## config.mk

```make
export PLATFORM = sky130hd
export DESIGN_NAME = gpio_apb_irq
export DESIGN_NICKNAME = d
export VERILOG_FILES = /design/src/rtl/gpio_pkg.sv /design/src/rtl/gpio_edge_sync.sv /design/src/rtl/gpio_apb_irq.sv
export SDC_FILE = /design/constraint.sdc
export NUM_CORES = 1
export LEC_CHECK = 0
export ABC_AREA = 1
export ABC_CLOCK_PERIOD_IN_PS = 1800
export CORE_ASPECT_RATIO = 1.2
export CORE_MARGIN = 10
export CORE_UTILIZATION = 51
export CTS_BUF_LIST = sky130_fd_sc_hd__clkbuf_2 sky130_fd_sc_hd__clkbuf_4 sky130_fd_sc_hd__clkbuf_8
export DETAILED_ROUTE_END_ITERATION = 6
export MAX_ROUTING_LAYER = met4
export PLACE_DENSITY_LB_ADDON = 0.25
export SETUP_SLACK_MARGIN = 0.5
export SLEW_MARGIN = 20
export SYNTH_ARGS = -nofsm -noshare
export SYNTH_HDL_FRONTEND = slang
export SYNTH_SLANG_ARGS = --single-unit
```

## constraint.sdc

```tcl
create_clock -name PCLK -period 1.8 [get_ports PCLK]
set_clock_uncertainty 0.1 [all_clocks]
set_input_delay 0.18 -clock PCLK [delete_from_list [all_inputs] [get_ports PCLK]]
set_output_delay 0.18 -clock PCLK [all_outputs]
set_load 0.005 [all_outputs]
```

## src/rtl/gpio_pkg.sv

```systemverilog
// Shared definitions for the APB GPIO block: register indices, bus FSM states
// and the synchroniser depth limit.
package gpio_pkg;

    localparam logic [2:0] GPIO_MODE = 3'd0;
    localparam logic [2:0] GPIO_ODR  = 3'd1;
    localparam logic [2:0] GPIO_IDR  = 3'd2;
    localparam logic [2:0] GPIO_IER  = 3'd3;
    localparam logic [2:0] GPIO_RISE = 3'd4;
    localparam logic [2:0] GPIO_FALL = 3'd5;
    localparam logic [2:0] GPIO_ISR  = 3'd6;
    localparam logic [2:0] GPIO_RSVD = 3'd7;

    localparam int SYNC_MAX = 4;

    typedef enum logic {IDLE, DONE} apb_state_e;

endpackage

```

## src/rtl/gpio_edge_sync.sv

```systemverilog
// Input synchroniser, edge-history flop and post-reset arm counter.
// rise/fall are raw edges, not yet masked by the enable or direction registers.
module gpio_edge_sync
    import gpio_pkg::*;
#(
    parameter int WIDTH       = 8,
    parameter int SYNC_STAGES = 2
) (
    input  logic             PCLK,
    input  logic             PRESET,
    input  logic [WIDTH-1:0] in_pins,
    output logic [WIDTH-1:0] sync,
    output logic [WIDTH-1:0] rise,
    output logic [WIDTH-1:0] fall
);

    localparam int NSTG = (SYNC_STAGES < 2) ? 2 :
                          (SYNC_STAGES > SYNC_MAX) ? SYNC_MAX : SYNC_STAGES;
    localparam logic [2:0] ARM_N = 3'(NSTG + 1);

    logic [WIDTH-1:0] sync_p [NSTG];
    logic [WIDTH-1:0] prev;
    logic [2:0]       arm_cnt;
    logic             armed;

    always_ff @(posedge PCLK) begin
        if (PRESET) begin
            for (int i = 0; i < NSTG; i++) sync_p[i] <= '0;
            prev    <= '0;
            arm_cnt <= '0;
        end else begin
            sync_p[0] <= in_pins;
            for (int i = 1; i < NSTG; i++) sync_p[i] <= sync_p[i-1];
            prev <= sync_p[NSTG-1];
            if (!armed) arm_cnt <= arm_cnt + 3'd1;
        end
    end

    // History is zero straight after reset, so edges are ignored until the
    // pipeline has been refilled from the real pins.
    assign armed = (arm_cnt == ARM_N);
    assign sync  = sync_p[NSTG-1];
    assign rise  = armed ? (sync & ~prev) : '0;
    assign fall  = armed ? (~sync & prev) : '0;

endmodule

```

## src/rtl/gpio_apb_irq.sv

```systemverilog
// APB3 GPIO peripheral: direction/output registers, synchronised inputs,
// edge-triggered sticky W1C status and a level interrupt.
module gpio_apb_irq
    import gpio_pkg::*;
#(
    parameter int WIDTH       = 8,
    parameter int SYNC_STAGES = 2
) (
    input  logic             PCLK,
    input  logic             PRESET,
    input  logic [4:0]       PADDR,
    input  logic [31:0]      PWDATA,
    input  logic             PWRITE,
    input  logic             PENABLE,
    input  logic             PSEL,
    output logic [31:0]      PRDATA,
    output logic             PREADY,
    input  logic [WIDTH-1:0] inPort,
    output logic [WIDTH-1:0] outPort,
    output logic [WIDTH-1:0] oe,
    output logic             irq
);

    apb_state_e       state, state_nxt;
    logic [WIDTH-1:0] mode, odr, ier, rise_en, fall_en, isr;
    logic [WIDTH-1:0] sync, rise, fall, evt, clr, wdat;
    logic [2:0]       reg_sel;
    logic [31:0]      rdata;
    logic             wr_commit, rd_latch;
    logic             unused_bits;

    gpio_edge_sync #(.WIDTH(WIDTH), .SYNC_STAGES(SYNC_STAGES)) u_edge (
        .PCLK    (PCLK),
        .PRESET  (PRESET),
        .in_pins (inPort),
        .sync    (sync),
        .rise    (rise),
        .fall    (fall)
    );

    always_ff @(posedge PCLK) begin
        if (PRESET) state <= IDLE;
        else        state <= state_nxt;
    end

    always_comb begin
        state_nxt = state;
        case (state)
            IDLE:    if (PSEL && PENABLE) state_nxt = DONE;
            DONE:    state_nxt = IDLE;
            default: state_nxt = IDLE;
        endcase
    end

    assign PREADY    = (state == DONE);
    assign reg_sel   = PADDR[4:2];
    assign wdat      = PWDATA[WIDTH-1:0];
    assign wr_commit = PSEL && PENABLE && PWRITE && PREADY;
    assign rd_latch  = (state == IDLE) && PSEL && PENABLE && !PWRITE;
    assign unused_bits = ^{PADDR[1:0], PWDATA};

    always_comb begin
        rdata = '0;
        case (reg_sel)
            GPIO_MODE: rdata[WIDTH-1:0] = mode;
            GPIO_ODR:  rdata[WIDTH-1:0] = odr;
            GPIO_IDR:  rdata[WIDTH-1:0] = sync;
            GPIO_IER:  rdata[WIDTH-1:0] = ier;
            GPIO_RISE: rdata[WIDTH-1:0] = rise_en;
            GPIO_FALL: rdata[WIDTH-1:0] = fall_en;
            GPIO_ISR:  rdata[WIDTH-1:0] = isr;
            default:   rdata = '0;
        endcase
    end

    // Output-mode pins are masked so driven pads never raise events.
    assign evt = ((rise & rise_en) | (fall & fall_en)) & ~mode;
    assign clr = (wr_commit && reg_sel == GPIO_ISR) ? wdat : '0;

    always_ff @(posedge PCLK) begin
        if (PRESET) begin
            PRDATA  <= '0;
            mode    <= '0;
            odr     <= '0;
            ier     <= '0;
            rise_en <= '0;
            fall_en <= '0;
            isr     <= '0;
        end else begin
            if (rd_latch) PRDATA <= rdata;
            if (wr_commit) begin
                case (reg_sel)
                    GPIO_MODE: mode    <= wdat;
                    GPIO_ODR:  odr     <= wdat;
                    GPIO_IER:  ier     <= wdat;
                    GPIO_RISE: rise_en <= wdat;
                    GPIO_FALL: fall_en <= wdat;
                    default:   ;
                endcase
            end
            // A new event beats a simultaneous clear of the same bit.
            isr <= (isr & ~clr) | evt;
        end
    end

    assign outPort = odr;
    assign oe      = mode;
    assign irq     = |(isr & ier);

endmodule

```

==> impl_metrics.tcl <==
set metrics [dict create \
    outcome "finished clean" \
    rsz0062_at_grt "yes" \
    grt_max_degree 41 \
    hpwlAfterDp_mm 7.482 \
    final_hold_viol_count 0 \
    root_buffer "clkbuf_8" \
    fin_cells 707 \
    synthesis.area_mm2 0.003978 \
    ys_ff_latch 84 \
    powerDensity_mw_per_mm2 664.9 \
    path_class "flip-flop to output port" \
    setup_viol 0 \
    grtUsageTotal 0.1976 \
    final_cell_mix "68 x nand2_1, 63 x nor2_1, 57 x dfxtp_1, 56 x inv_1, 40 x nand4_1" \
    ys_types 32 \
    gr-total-overflow 0 \
    h-tree-depth 3 \
    critPathCapture "irq" \
    comb_power_share 0.112 \
    r2r_end "isr[0]$_SDFF_PP0_" \
    drc_errors 0 \
    reg2reg_slack_ns 0.33 \
    gp_congestion 0.9286 \
    place_inst 657 \
    area_delta_synth_final_pct 40.96 \
    startpoint "isr[3]$_SDFF_PP0_" \
    synth_seq_area_share 0.4228 \
    io_buffers 49 \
    vdd_drop_max_v 0.0005606 \
    worstPathCellList "a221oi_2 -> nand2_1 -> buf_2" \
    cp-end-kind "output port" \
    cp_max_fo 3 \
    tritoncts "yes" \
    fin_util 0.7316 \
    grt_pass1_wl_mm 18.19 \
    clkTransAtPathRegs_ns 0.09 \
    p_int_mw 2.717 \
    drv_slew 0 \
    dr.pass1.iters 5 \
    fmax_mhz 630.1 \
    clk_latency_ns 0.36 \
    wire_per_inst_um 17.34 \
    r2r_cells 7 \
    crit_path_max_incr_delay_ns 0.38 \
    power.switching_mw 1.010 \
    required_ns 1.52 \
    via_per_inst 5.618 \
    postSynthCellCount 513 \
    core.rowCount 35 \
    avgSynthCellArea_um2 7.754 \
    numCtsBuffers 9 \
    die_w_um 100.6 \
    postRouteAntennaNets 0 \
    hp-class "input port to flip-flop" \
    antenna_found_initial 0 \
    fin_crit_ns 1.587 \
    dieArea_mm2 0.01175 \
    layout_commonest_cell "nand2_1" \
    route.vias.total 3972 \
    r2r_start "PREADY$_SDFF_PP0_" \
    num_antenna_cells 0 \
    drive_above_1_share 0.3382 \
    nets 662 \
    p_leak_nw 2.416 \
    fin_crit_sh 0.8817 \
    crit_path_start_kind "flip-flop" \
    initial_utilization 0.5190 \
    p_clk_frac 0.371 \
    critPathSlowestCell "dfxtp_1" \
    cts_sinks 84 \
    drt_iter0_markers 471 \
    ios 100 \
    fillers 547 \
    fp.coreArea_mm2 0.007664 \
    first_global_vias 3625 \
    chipHeight_um 116.7 \
    yosysWarnings 0 \
    cts.hold.buffers_added 0 \
    crit_arrival_ns 1.31 \
    clockBufferDepth 2 \
    max_cap_violations 0 \
    swShare 0.2710 \
    power_frac_seq 0.517 \
    wl_mm 12.26 \
]
[kinds of logic (layout without fill, tap and decap cells)]
| family | Yosys count | count (layout) | synth area share |
|---|---|---|---|
| other cells | 1 | 24 | 0.0009428 |
| xor+xnor | 1 | 1 | 0.002202 |
| fa+ha+maj | 2 | 2 | 0.006290 |
| flops | 84 | 84 | 0.4228 |
| simple gates | 233 | 234 | 0.2809 |
| buf+inv | 114 | 192 | 0.1513 |
| compound gates | 78 | 78 | 0.1356 |
[metal layers]
layer  global-route usage  up-vias  wire (um)
met1               0.2376     1875       4858
met3              0.04734       47        953
met4              0.09906        0        558
li1                     -     1848          -
met5                    -        -          0
met2               0.3019      202       5886
[area by class of cell]
type,count,area [um2],area share
multi-input cells,339,2145,0.3825
flip-flops and latches,84,1715,0.3060
repair buffers,114,1189,0.2120
inverters,62,245.2,0.04374
clock buffers,9,123.9,0.02209
well taps,92,115.1,0.02053
clock inverters,7,73.82,0.01317
[timing repair]
| action | in CTS | in global routing |
|---|---|---|
| setup endpoints to repair | 82 | 59 |
| cloned | 4 | 0 |
| endpoints found under the hold margin | 0 | 0 |
| buffers inserted | 17 | 13 |
| pin swaps | 13 | 28 |
| gates resized for setup | 131 | 49 |
[worst min-delay path by stage]
stage	from	end	slack [ns]	cells after the start
after floorplan	inPort[0]	u_edge.sync_p[0][0]$_SDFF_PP0_	0.19	2
after global placement	u_edge.sync_p[0][1]$_SDFF_PP0_	u_edge.sync_p[0][9]$_SDFF_PP0_	0.29	2
after detailed placement	u_edge.sync_p[0][5]$_SDFF_PP0_	u_edge.sync_p[0][13]$_SDFF_PP0_	0.30	2
after CTS	PRESET	u_edge.prev[1]$_SDFF_PP0_	0.14	2
after global routing	PRESET	u_edge.sync_p[0][7]$_SDFF_PP0_	0.16	2
final	PRESET	u_edge.sync_p[0][2]$_SDFF_PP0_	0.15	2
[through the flow]
stage	setup WS (ns)	setup TNS [ns]	instance area (um2)	hold slack (ns)	total power, mW
CTS	0.2822	0	5374	0.1416	3.695
global placement	-0.04888	-0.7855	4637	0.2898	2.301
global route	0.1912	0	5607	0.1559	3.858
detailed placement	-0.1531	-1.828	4637	0.2965	2.313
finish	0.2130	0	5607	0.1521	3.728
floorplan	0.4756	0	4076	0.1870	2.199
[registers in the layout, indices dropped and copies added (netlist names)]
signal          count
PREADY              1
ier                 8
outPort             8
u_edge.prev         8
rise_en             8
isr                 8
fall_en             8
u_edge.arm_cnt      3
PRDATA              8
oe                  8
u_edge.sync_p      16
[cells in the mapped netlist (all sizes together)]
library cell  instances  area (um2)
dfxtp                84        1682
a221oi                2       17.52
nand4                40       250.2
a21oi                19       98.85
xor2                  1       8.760
nor3                  2       15.01
conb                  1       3.750
nand3                22       157.6
ha                    2       25.02
o21ai                14       70.07
a211oi               41       337.8
o21bai                2       15.01
inv                  62       237.7
clkbuf                8       30.03
nand2                74       277.8
nor2                 95       416.7
buf                  44       334.1
[power groups by stage]
stage                     clock (mW)  combinational, mW  sequential (mW)
final                           1.38              0.418             1.93
after global routing            1.47              0.455             1.93
after CTS                       1.39              0.384             1.93
after detailed placement           0              0.344             1.97
after global placement             0              0.335             1.97
after floorplan                    0              0.238             1.96
[critical path, delay by kind of cell (launching register included)]
kind / cells / cell delay, ns
compound gates: 1 / 0.32
buf+inv: 1 / 0.14
flops: 1 / 0.38
simple gates: 1 / 0.10
(Power assumes the default switching activity.)
